--- src/rtl/psum_rmw_accumulator.sv ---
// ----------------------------------------------------------------------------
// psum_rmw_accumulator
//
// Read-modify-write front end for one port of a dual-port RAM. It accepts a
// stream of (address, value) partial sums, issues the RAM read and, L cycles
// later (L = 1 + Pipelined), writes back the stored word plus the value.
// A same-address hazard inside the RAM read window is resolved by forwarding
// from a short history of the last L writes. A whole-memory clear sweep is
// also provided.
//
// Ports
//   clk_i, rst_i        clock, asynchronous active-high reset
//   in_valid_i/ready_o  psum handshake
//   in_addr_i           target address
//   in_data_i           signed value to accumulate
//   in_first_i          overwrite instead of accumulate
//   clr_all_i           single-cycle request to zero the whole memory
//   busy_o              clear pending (drain) or sweep running
//   clr_done_o          one-cycle pulse after the last clear write
//   ram_re_o            RAM read enable (combinational from the handshake)
//   ram_addr_r_o        RAM read address
//   ram_data_i          RAM read data, valid L cycles after ram_re_o
//   ram_we_o            RAM write enable
//   ram_addr_w_o        RAM write address
//   ram_data_o          RAM write data
// ----------------------------------------------------------------------------
module psum_rmw_accumulator #(
    parameter int AddrWidth = 16,
    parameter int DataWidth = 32,
    parameter int Pipelined = 0,
    parameter int Saturate  = 0
) (
    input  logic                        clk_i,
    input  logic                        rst_i,
    input  logic                        in_valid_i,
    output logic                        in_ready_o,
    input  logic [AddrWidth-1:0]        in_addr_i,
    input  logic signed [DataWidth-1:0] in_data_i,
    input  logic                        in_first_i,
    input  logic                        clr_all_i,
    output logic                        busy_o,
    output logic                        clr_done_o,
    output logic                        ram_re_o,
    output logic [AddrWidth-1:0]        ram_addr_r_o,
    input  logic [DataWidth-1:0]        ram_data_i,
    output logic                        ram_we_o,
    output logic [AddrWidth-1:0]        ram_addr_w_o,
    output logic [DataWidth-1:0]        ram_data_o
);

    localparam int Lat = 1 + Pipelined;

    typedef enum logic [1:0] {
        S_IDLE  = 2'd0,
        S_DRAIN = 2'd1,
        S_CLEAR = 2'd2
    } state_t;

    state_t                          r_state;
    state_t                          w_state_nxt;
    // One extra bit: the terminal count 2^AddrWidth marks the clr_done cycle.
    logic [AddrWidth:0]              r_clr_cnt;
    logic [AddrWidth:0]              w_clr_cnt_nxt;

    // Operand shift pipeline, index Lat-1 is the write stage.
    logic [Lat-1:0]                  r_pv;
    logic [Lat-1:0][AddrWidth-1:0]   r_pa;
    logic [Lat-1:0][DataWidth-1:0]   r_pd;
    logic [Lat-1:0]                  r_pf;

    // Write history, index 0 is the youngest entry.
    logic [Lat-1:0]                  r_hv;
    logic [Lat-1:0][AddrWidth-1:0]   r_ha;
    logic [Lat-1:0][DataWidth-1:0]   r_hd;

    logic                            w_acc;
    logic                            w_op_v;
    logic                            w_clr_wr;
    logic                            w_hit;
    logic [DataWidth-1:0]            w_fwd;
    logic signed [DataWidth-1:0]     w_base;
    logic signed [DataWidth-1:0]     w_addend;
    logic signed [DataWidth:0]       w_sum;
    logic [DataWidth-1:0]            w_result;

    // Reduce the DataWidth+1 sum to DataWidth: wrap or clamp to the signed range.
    function automatic logic [DataWidth-1:0] f_clamp(input logic signed [DataWidth:0] s);
        logic [DataWidth-1:0] res;
        res = s[DataWidth-1:0];
        if ((Saturate != 0) && (s[DataWidth] != s[DataWidth-1])) begin
            res = s[DataWidth] ? {1'b1, {(DataWidth-1){1'b0}}}
                               : {1'b0, {(DataWidth-1){1'b1}}};
        end
        return res;
    endfunction

    // Ready is masked during reset because the async reset leaves the FSM in IDLE.
    assign in_ready_o   = (r_state == S_IDLE) && !clr_all_i && !rst_i;
    assign w_acc        = in_valid_i && in_ready_o;
    assign ram_re_o     = w_acc;
    assign ram_addr_r_o = w_acc ? in_addr_i : '0;

    // FSM next state and clear-sweep outputs
    always_comb begin
        w_state_nxt   = r_state;
        w_clr_cnt_nxt = r_clr_cnt;
        busy_o        = 1'b0;
        clr_done_o    = 1'b0;
        case (r_state)
            S_IDLE: begin
                if (clr_all_i) begin
                    w_state_nxt = S_DRAIN;
                end
            end
            S_DRAIN: begin
                busy_o = 1'b1;
                if (r_pv == '0) begin
                    w_state_nxt   = S_CLEAR;
                    w_clr_cnt_nxt = '0;
                end
            end
            S_CLEAR: begin
                if (r_clr_cnt[AddrWidth]) begin
                    clr_done_o  = 1'b1;
                    w_state_nxt = S_IDLE;
                end else begin
                    busy_o        = 1'b1;
                    w_clr_cnt_nxt = r_clr_cnt + {{AddrWidth{1'b0}}, 1'b1};
                end
            end
            default: begin
                w_state_nxt = S_IDLE;
            end
        endcase
    end

    // Youngest matching history entry wins, so scan oldest to youngest.
    always_comb begin
        w_hit = 1'b0;
        w_fwd = '0;
        for (int i = Lat - 1; i >= 0; i--) begin
            if (r_hv[i] && (r_ha[i] == r_pa[Lat-1])) begin
                w_hit = 1'b1;
                w_fwd = r_hd[i];
            end
        end
    end

    // Write stage: base selection, add, wrap/saturate
    always_comb begin
        if (r_pf[Lat-1]) begin
            w_base = '0;
        end else if (w_hit) begin
            w_base = w_fwd;
        end else begin
            w_base = ram_data_i;
        end
        w_addend = r_pd[Lat-1];
        w_sum    = {w_base[DataWidth-1], w_base} + {w_addend[DataWidth-1], w_addend};
        w_result = f_clamp(w_sum);
    end

    // The pipeline is empty during the sweep, so the two write sources never collide.
    assign w_op_v   = r_pv[Lat-1];
    assign w_clr_wr = (r_state == S_CLEAR) && !r_clr_cnt[AddrWidth];

    always_comb begin
        ram_we_o     = w_op_v || w_clr_wr;
        ram_addr_w_o = '0;
        ram_data_o   = '0;
        if (w_clr_wr) begin
            ram_addr_w_o = r_clr_cnt[AddrWidth-1:0];
        end else if (w_op_v) begin
            ram_addr_w_o = r_pa[Lat-1];
            ram_data_o   = w_result;
        end
    end

    // Stage boundary: control state, valid tags of pipeline and history
    always_ff @(posedge clk_i or posedge rst_i) begin
        if (rst_i) begin
            r_state   <= S_IDLE;
            r_clr_cnt <= '0;
            r_pv      <= '0;
            r_hv      <= '0;
        end else begin
            r_state   <= w_state_nxt;
            r_clr_cnt <= w_clr_cnt_nxt;
            r_pv[0]   <= w_acc;
            r_hv[0]   <= ram_we_o;
            for (int i = 1; i < Lat; i++) begin
                r_pv[i] <= r_pv[i-1];
                r_hv[i] <= r_hv[i-1];
            end
        end
    end

    // Stage boundary: operand and history payloads, qualified by the tags above
    always_ff @(posedge clk_i) begin
        r_pa[0] <= in_addr_i;
        r_pd[0] <= in_data_i;
        r_pf[0] <= in_first_i;
        r_ha[0] <= ram_addr_w_o;
        r_hd[0] <= ram_data_o;
        for (int i = 1; i < Lat; i++) begin
            r_pa[i] <= r_pa[i-1];
            r_pd[i] <= r_pd[i-1];
            r_pf[i] <= r_pf[i-1];
            r_ha[i] <= r_ha[i-1];
            r_hd[i] <= r_hd[i-1];
        end
    end

endmodule

--- config.mk ---
export PLATFORM = sky130hd
export DESIGN_NAME = psum_rmw_accumulator
export DESIGN_NICKNAME = d
export VERILOG_FILES = /design/src/rtl/psum_rmw_accumulator.sv
export SDC_FILE = /design/constraint.sdc
export NUM_CORES = 1
export LEC_CHECK = 0
export ABC_AREA = 1
export CAP_MARGIN = 20
export CORE_MARGIN = 1
export CORE_UTILIZATION = 30
export CTS_BUF_LIST = sky130_fd_sc_hd__clkbuf_2
export CTS_CLUSTER_DIAMETER = 50
export DETAILED_ROUTE_END_ITERATION = 12
export PLACE_DENSITY = 0.52
export REMOVE_ABC_BUFFERS = 1
export SLEW_MARGIN = 20
export SYNTH_ARGS = -nofsm -noshare
export SYNTH_HDL_FRONTEND = slang
export SYNTH_SLANG_ARGS = --single-unit
export TNS_END_PERCENT = 20
--- constraint.sdc ---
create_clock -name clk_i -period 4.7 [get_ports clk_i]
set_input_delay 0.94 -clock clk_i [delete_from_list [all_inputs] [get_ports clk_i]]
set_output_delay 0.94 -clock clk_i [all_outputs]
set_load 0.05 [all_outputs]
Yosys cells after proc, flatten, opt, wreduce, memory -nomap -nowiden
Cells that the tools add are included.

word-level totals
  output and inout bits = 69
  register bits after elaboration = 118

cells by class
  reductions and logical operators = 14
  equal/unequal tests = 7
  muxes and demuxes = 20
  $add $sub $neg = 2

operators by type and width
  kind                   number
  $mux 32                5
  $mux 16                3
  $mux 17                2
  $pmux 17 s2            1
  $add 32x32->32         1
  $add 17x1->17 const B  1
  $eq 16x16->1           1
  $ne 2x2->1 const B     4
  $mux 2                 3
  $pmux 2 s3             1
  $reduce_and 3->1       2
  $logic_and 1x1->1      5
  $mux 1                 4
  $logic_not 1->1        3
  $eq 2x1->1 const B     1
  $eq 2x2->1 const B     1
  $logic_not 2->1        1
  $pmux 1 s2             1
  $reduce_and 2->1       1
  $reduce_bool 2->1      1
  $logic_or 1x1->1       1

Longest topological paths before layout
  depth in word-level cells = 8
  mapped depth = 23
  mapped depth without buffers = 22

Least setup slack after synthesis
Ideal clock, no wire load.

  path kind = register to output
  start point = register r_ha[1] in the netlist's numbering
  end point = output port ram_data_o[12]
  required time = 3.760 ns
  data arrival time = 3.316 ns
  stages on the path, launching flop included = 20
  path slack = 0.444 ns
  path through = dfxtp_1 inv_1 nand2_1 nand2_1 nor2_1 nand2_1 nor2_1 nand3_2 buf_2 a21oi_1 ha_1 inv_1 fa_1 o21ai_2 a21oi_4 o21ai_4 nand2_2 nand2_4 o21ai_0 a21oi_1

between the ends
  cells in the longest elaborated chain, start to end = 8
  elaborated cells on any way between the ends = 9

ends and longest elaborated chain
  what                               RTL line  source
  start, declared                    73        logic [Lat-1:0][AddrWidth-1:0] r_ha;
  start signal, assigned by index    209       r_ha[i] <= r_ha[i-1];
  $eq 16x16->1 (*)                   142       if (r_hv[i] && (r_ha[i] == r_pa[Lat-1])) begin
  $logic_and 1x1->1 (*)              142
  $mux 32 or $mux 1 (tied branches)  142
  $mux 32 (*)                        153       end else if (w_hit) begin
  $mux 32 (*)                        151       if (r_pf[Lat-1]) begin
  $add 32x32->32 (*)                 159       w_sum = {w_base[DataWidth-1], w_base} + {w_addend[DataWidth-1], w_addend};
  $mux 32 (*)                        173       end else if (w_op_v) begin
  $mux 32 (*)                        171       if (w_clr_wr) begin
  end, declared                      48        output logic [DataWidth-1:0] ram_data_o

Every way passes the cells marked *; elsewhere a longest branch is shown, timed or not.

Worst setup path in the final report
  start point = register r_pa[10] in the netlist's numbering
  end point = output port ram_data_o[30]

between the ends
  cells in the longest elaborated chain, start to end = 8
  elaborated cells on any way between the ends = 9

ends and longest elaborated chain
  what                               RTL line  source
  start, declared                    67        logic [Lat-1:0][AddrWidth-1:0] r_pa;
  start signal, assigned by index    206       r_pa[i] <= r_pa[i-1];
  $eq 16x16->1 (*)                   142
  $logic_and 1x1->1 (*)              142
  $mux 32 or $mux 1 (tied branches)  142
  $mux 32 (*)                        153
  $mux 32 (*)                        151
  $add 32x32->32 (*)                 159
  $mux 32 (*)                        173
  $mux 32 (*)                        171

Marks and branches as above.

==> impl_summary.log <==
INFO  metric run_status = finished with violations
INFO  metric failing_checks = setup timing
INFO  metric track_usage = 18.8%
INFO  metric die-height = 146 um
INFO  metric max-slew-margin-rel = between 40% and 50%
INFO  metric min_delay_worst_endpoint = r_ha[11]
INFO  metric fillers = between 1500 and 2000
INFO  metric combined_area_of_the_multi_input_logic_cells = 3950 um^2
INFO  metric postLayoutSetupSlackWorst = -145 ps
INFO  metric layout-drive-gt1-share = 31.6%
INFO  metric most-common-layout-cells = inv_1 (124), clkdlybuf4s50_1 (120), nand2_1 (100), dfxtp_1 (92), nor2_1 (66)
INFO  metric clock.fmax = roughly 210 MHz
INFO  metric hold_viol = 0
INFO  metric drt-pass1-iter-count = 4
INFO  metric vias = 6234
INFO  metric synth-warning-count = 0
INFO  metric design.portCount = 154
INFO  metric fraction_of_registers_with_async_set_or_reset_after_synthesis = 17.8%
INFO  metric final_nets = approximately 1200
INFO  metric global_route.overflow_total = 0
INFO  metric critical_path.cell_chain = inv_1 -> nand2_1 -> nand2_1 -> nor2_1 -> nand2_2 -> nor2_4 -> nand3_4 -> buf_12 -> bufbuf_16 -> a21oi_1 -> ha_1 -> buf_4 -> nand2_1 -> nor2_2 -> inv_1 -> o21bai_1 -> a31oi_2 -> nand2_4 -> nand2_2 -> nand2_2 -> nor2_4 -> buf_12
INFO  metric maximum_single_stage_delay_on_the_critical_path = 380 ps
INFO  metric worst-r2r-cell-count = 24
INFO  metric final.period_utilization = 103%
INFO  metric area.growth.synth_to_final = 62.5%
INFO  metric fin_worst_hold_slack = 538 ps
INFO  metric root_buffer = clkbuf_2
INFO  metric hpwlAfterDp = 13800 um
INFO  metric worstSkewPairLatency = 710 ps
INFO  metric drv_cap = 0
INFO  metric fp.dieArea = 21200 um^2
INFO  metric syn_inst = ~840
INFO  metric slowest_stage_cell_cp = dfxtp_1
INFO  metric cts-buffers-inserted = 17
INFO  metric worst_setup_hold_path_clk_slew = 210 ps
INFO  metric grt_first_pass_wirelength = 31200 um
INFO  metric buffer_ports.inserted = ~150
INFO  metric final-seq-area = 2470 um^2
INFO  metric min_delay_path_depth = 2
INFO  metric drt_drc_violations_left = 0
INFO  metric detail_route.iter0.violations = 310
INFO  metric power.leakage = between 4 and 5 nW
INFO  metric tritoncts = yes
INFO  metric ant_nets = 0
INFO  metric worst-path-max-fanout = 11
INFO  metric drt-wirelength-per-cell = 14.9 um
INFO  metric timing.critical_path.arrival = 3900 ps
INFO  metric most_common_library_cell_in_the_layout_ignoring_fill_and_taps = inv_1
INFO  metric htreeDepth = 4
INFO  metric worstHoldPathType = reg2reg
INFO  metric antenna_violations_before_repair = 1
INFO  metric core.rowCount = 52
INFO  metric die-width = 146 um
INFO  metric netlist_area = 6180 um^2
INFO  metric cp-start-kind = flop
INFO  metric cts.sink_count = 118
INFO  metric power_density = 293 nW/um^2
INFO  metric route.detailed.vias_per_inst = 4.64
INFO  metric post_cts_hold_buffer_count = 0
INFO  metric ir_worst_vdd = 0.327 mV
INFO  metric grt_pass1_vias = a little over 6000
INFO  metric share_clk_of_total_power = 26.3%
INFO  metric power.combinational.fraction = between 30 and 40%
INFO  metric ys_seq_elements = 118
INFO  metric grt_max_degree = 29
INFO  metric timing.final.max_slew_violations = 0
INFO  metric worstReg2RegEnd = r_hd[29]
INFO  metric gp_routability_congestion = 0.890
INFO  metric report.final.setup_viol = 21
INFO  metric finalClockSkew = 42.9 ps
INFO  metric timing.critical_path.to_type = output pin
INFO  metric switching_power = roughly 1.2 mW
INFO  metric rsz0062_at_grt = true
INFO  metric switching_share = 39.3%
INFO  metric mean_instance_size_in_the_synthesized_netlist = between 7 and 8 um^2
INFO  metric start_util = roughly 30%
INFO  metric ys_dominant_reg_cell = dfxtp_1
INFO  metric intPower = 1.79 mW
INFO  metric maximum_root_to_sink_buffer_count = 2
INFO  metric core_area = ~20000 um^2
INFO  metric reg2reg_setup_slack = about 1500 ps
INFO  metric worst-slew-pin-transition = 877 ps
INFO  metric design_power_total = 2.95 mW
INFO  metric synth-seq-area-share = 39.9%
INFO  metric hp-start = r_pa[11]
INFO  metric synthDistinctLibCells = 50
INFO  metric worst-endpoint-required = 3760 ps
INFO  metric edff_count_synth = 0
INFO  metric worstReg2RegStart = r_pa[10]
INFO  metric finalWirelength = 20000 um
INFO  metric setup.worst_path.class = reg2out
INFO  metric pwr-share-seq = 37.5%
INFO  metric min_period = between 4000 and 5000 ps
-- per-layer routing --
| metal | wire, um | GRT usage (%) | part of all wire, % |
|---|---|---|---|
| met1 | 8900 | 22.9 | 45 |
| met2 | 9830 | 32.5 | 49 |
| met3 | 881 | 4.20 | 4.4 |
| met4 | 364 | 6.53 | 1.8 |
| met5 | 0 | 0 | 0 |
-- stage by stage --
step | utilization [%] | TNS [ps] | cell area [um^2] | instances | setup WS (ps)
5_1_grt | 49.6 | -10850 | 10000 | 1343 | -436
3_3_place_gp | 41.3 | 0 | 8350 | 1256 | 184
4_1_cts | 47.1 | -4820 | 9540 | 1325 | -263
2_1_floorplan | - | -63.5 | 6110 | 827 | -45.1
3_5_place_dp | 41.3 | 0 | 8350 | 1256 | 138
6_report | 49.6 | -1820 | 10000 | 1343 | -145
-- Yosys cell counts, types with 2 or more instances --
| cell type | instances | share of area (%) |
|---|---|---|
| inv_2 | 2 | 0.12 |
| nor3_1 | 19 | 1.5 |
| buf_2 | 5 | 0.40 |
| clkinv_1 | 3 | 0.18 |
| nand2_2 | 15 | 1.5 |
| nand3_1 | 20 | 1.6 |
| o21bai_1 | 5 | 0.61 |
| nor2_2 | 4 | 0.40 |
| nand2_1 | 133 | 8.1 |
| a21o_1 | 6 | 0.73 |
| a21oi_2 | 2 | 0.28 |
| o21ai_1 | 16 | 1.3 |
| inv_1 | 132 | 8.0 |
| xor2_1 | 2 | 0.28 |
| a211oi_1 | 2 | 0.24 |
| o21ai_0 | 60 | 4.9 |
| nand3_2 | 5 | 0.81 |
| xnor2_1 | 4 | 0.57 |
| clkbuf_1 | 9 | 0.55 |
| o22ai_1 | 10 | 1.0 |
| o21a_1 | 6 | 0.73 |
| nor2_1 | 102 | 6.2 |
| nor3_4 | 2 | 0.53 |
| nand3b_1 | 2 | 0.24 |
| dfrtp_1 | 21 | 8.5 |
| a21oi_1 | 90 | 7.3 |
| dfxtp_1 | 97 | 31 |
| nand4_1 | 7 | 0.71 |
| a31oi_1 | 4 | 0.40 |
| ha_1 | 36 | 7.3 |
| nand2_4 | 2 | 0.36 |
-- power by group through the flow --
| stage | clock network, mW | registers (mW) | logic (mW) |
|---|---|---|---|
| after CTS | 0.796 | 1.10 | 0.997 |
| final | 0.774 | 1.10 | 1.07 |
| after detailed placement | 0 | 1.12 | 0.903 |
| after floorplan | 0 | 1.11 | 0.571 |
| after global routing | 0.840 | 1.11 | 1.15 |
| after global placement | 0 | 1.12 | 0.906 |
-- kinds of logic (layout without fill, tap and decap cells) --
kind of cell / after synthesis / after routing / share of synthesized area [%]
other cells: 0 / 1 / 0
buf+inv: 153 / 383 / 9.50
fa+ha+maj: 37 / 37 / 7.61
simple gates: 317 / 317 / 22.8
xor+xnor: 6 / 6 / 0.850
compound gates: 211 / 211 / 19.3
flops: 118 / 118 / 39.9
-- state kept, by name, indices dropped and copies added (netlist names) --
register   cells
r_state        2
r_hv           1
r_pv           1
r_pa          16
r_pd          32
r_pf           1
r_ha          16
r_hd          32
r_clr_cnt     17
-- layout make-up --
cell class	count	share of cell area (%)
Antenna cell	1	0.0249
Clock buffer	17	0.847
Clock inverter	15	1.94
Inverter	138	5.24
Multi-Input combinational cell	571	39.3
Sequential cell	118	24.6
Tap cell	270	3.36
Timing Repair Buffer	213	24.6
-- timing repair --
action / CTS / global route
hold endpoints to repair: 0 / 0
gates cloned: 6 / 0
buffers inserted: 31 / 17
pin swaps: 51 / 52
resized for setup: 144 / 105
endpoints found under the setup margin: 28 / 46
-- how the worst max path moves through the flow --
stage / from / endpoint / slack (ps)
2_1_floorplan: r_ha[1] / ram_data_o[12] / -50
3_3_place_gp: ram_data_i[0] / ram_data_o[30] / 180
3_5_place_dp: ram_data_i[0] / ram_data_o[30] / 140
4_1_cts: r_ha[0] / ram_data_o[30] / -260
5_1_grt: r_ha[1] / ram_data_o[30] / -440
6_report: r_pa[10] / ram_data_o[30] / -140
-- critical path: cells and delay by family, from the launching register on --
kind	cells	cell delay (ps)
buf+inv	6	910
compound gates	3	550
simple gates	12	1060
flops	1	380
fa+ha+maj	1	300
(Power assumes the default switching activity.)
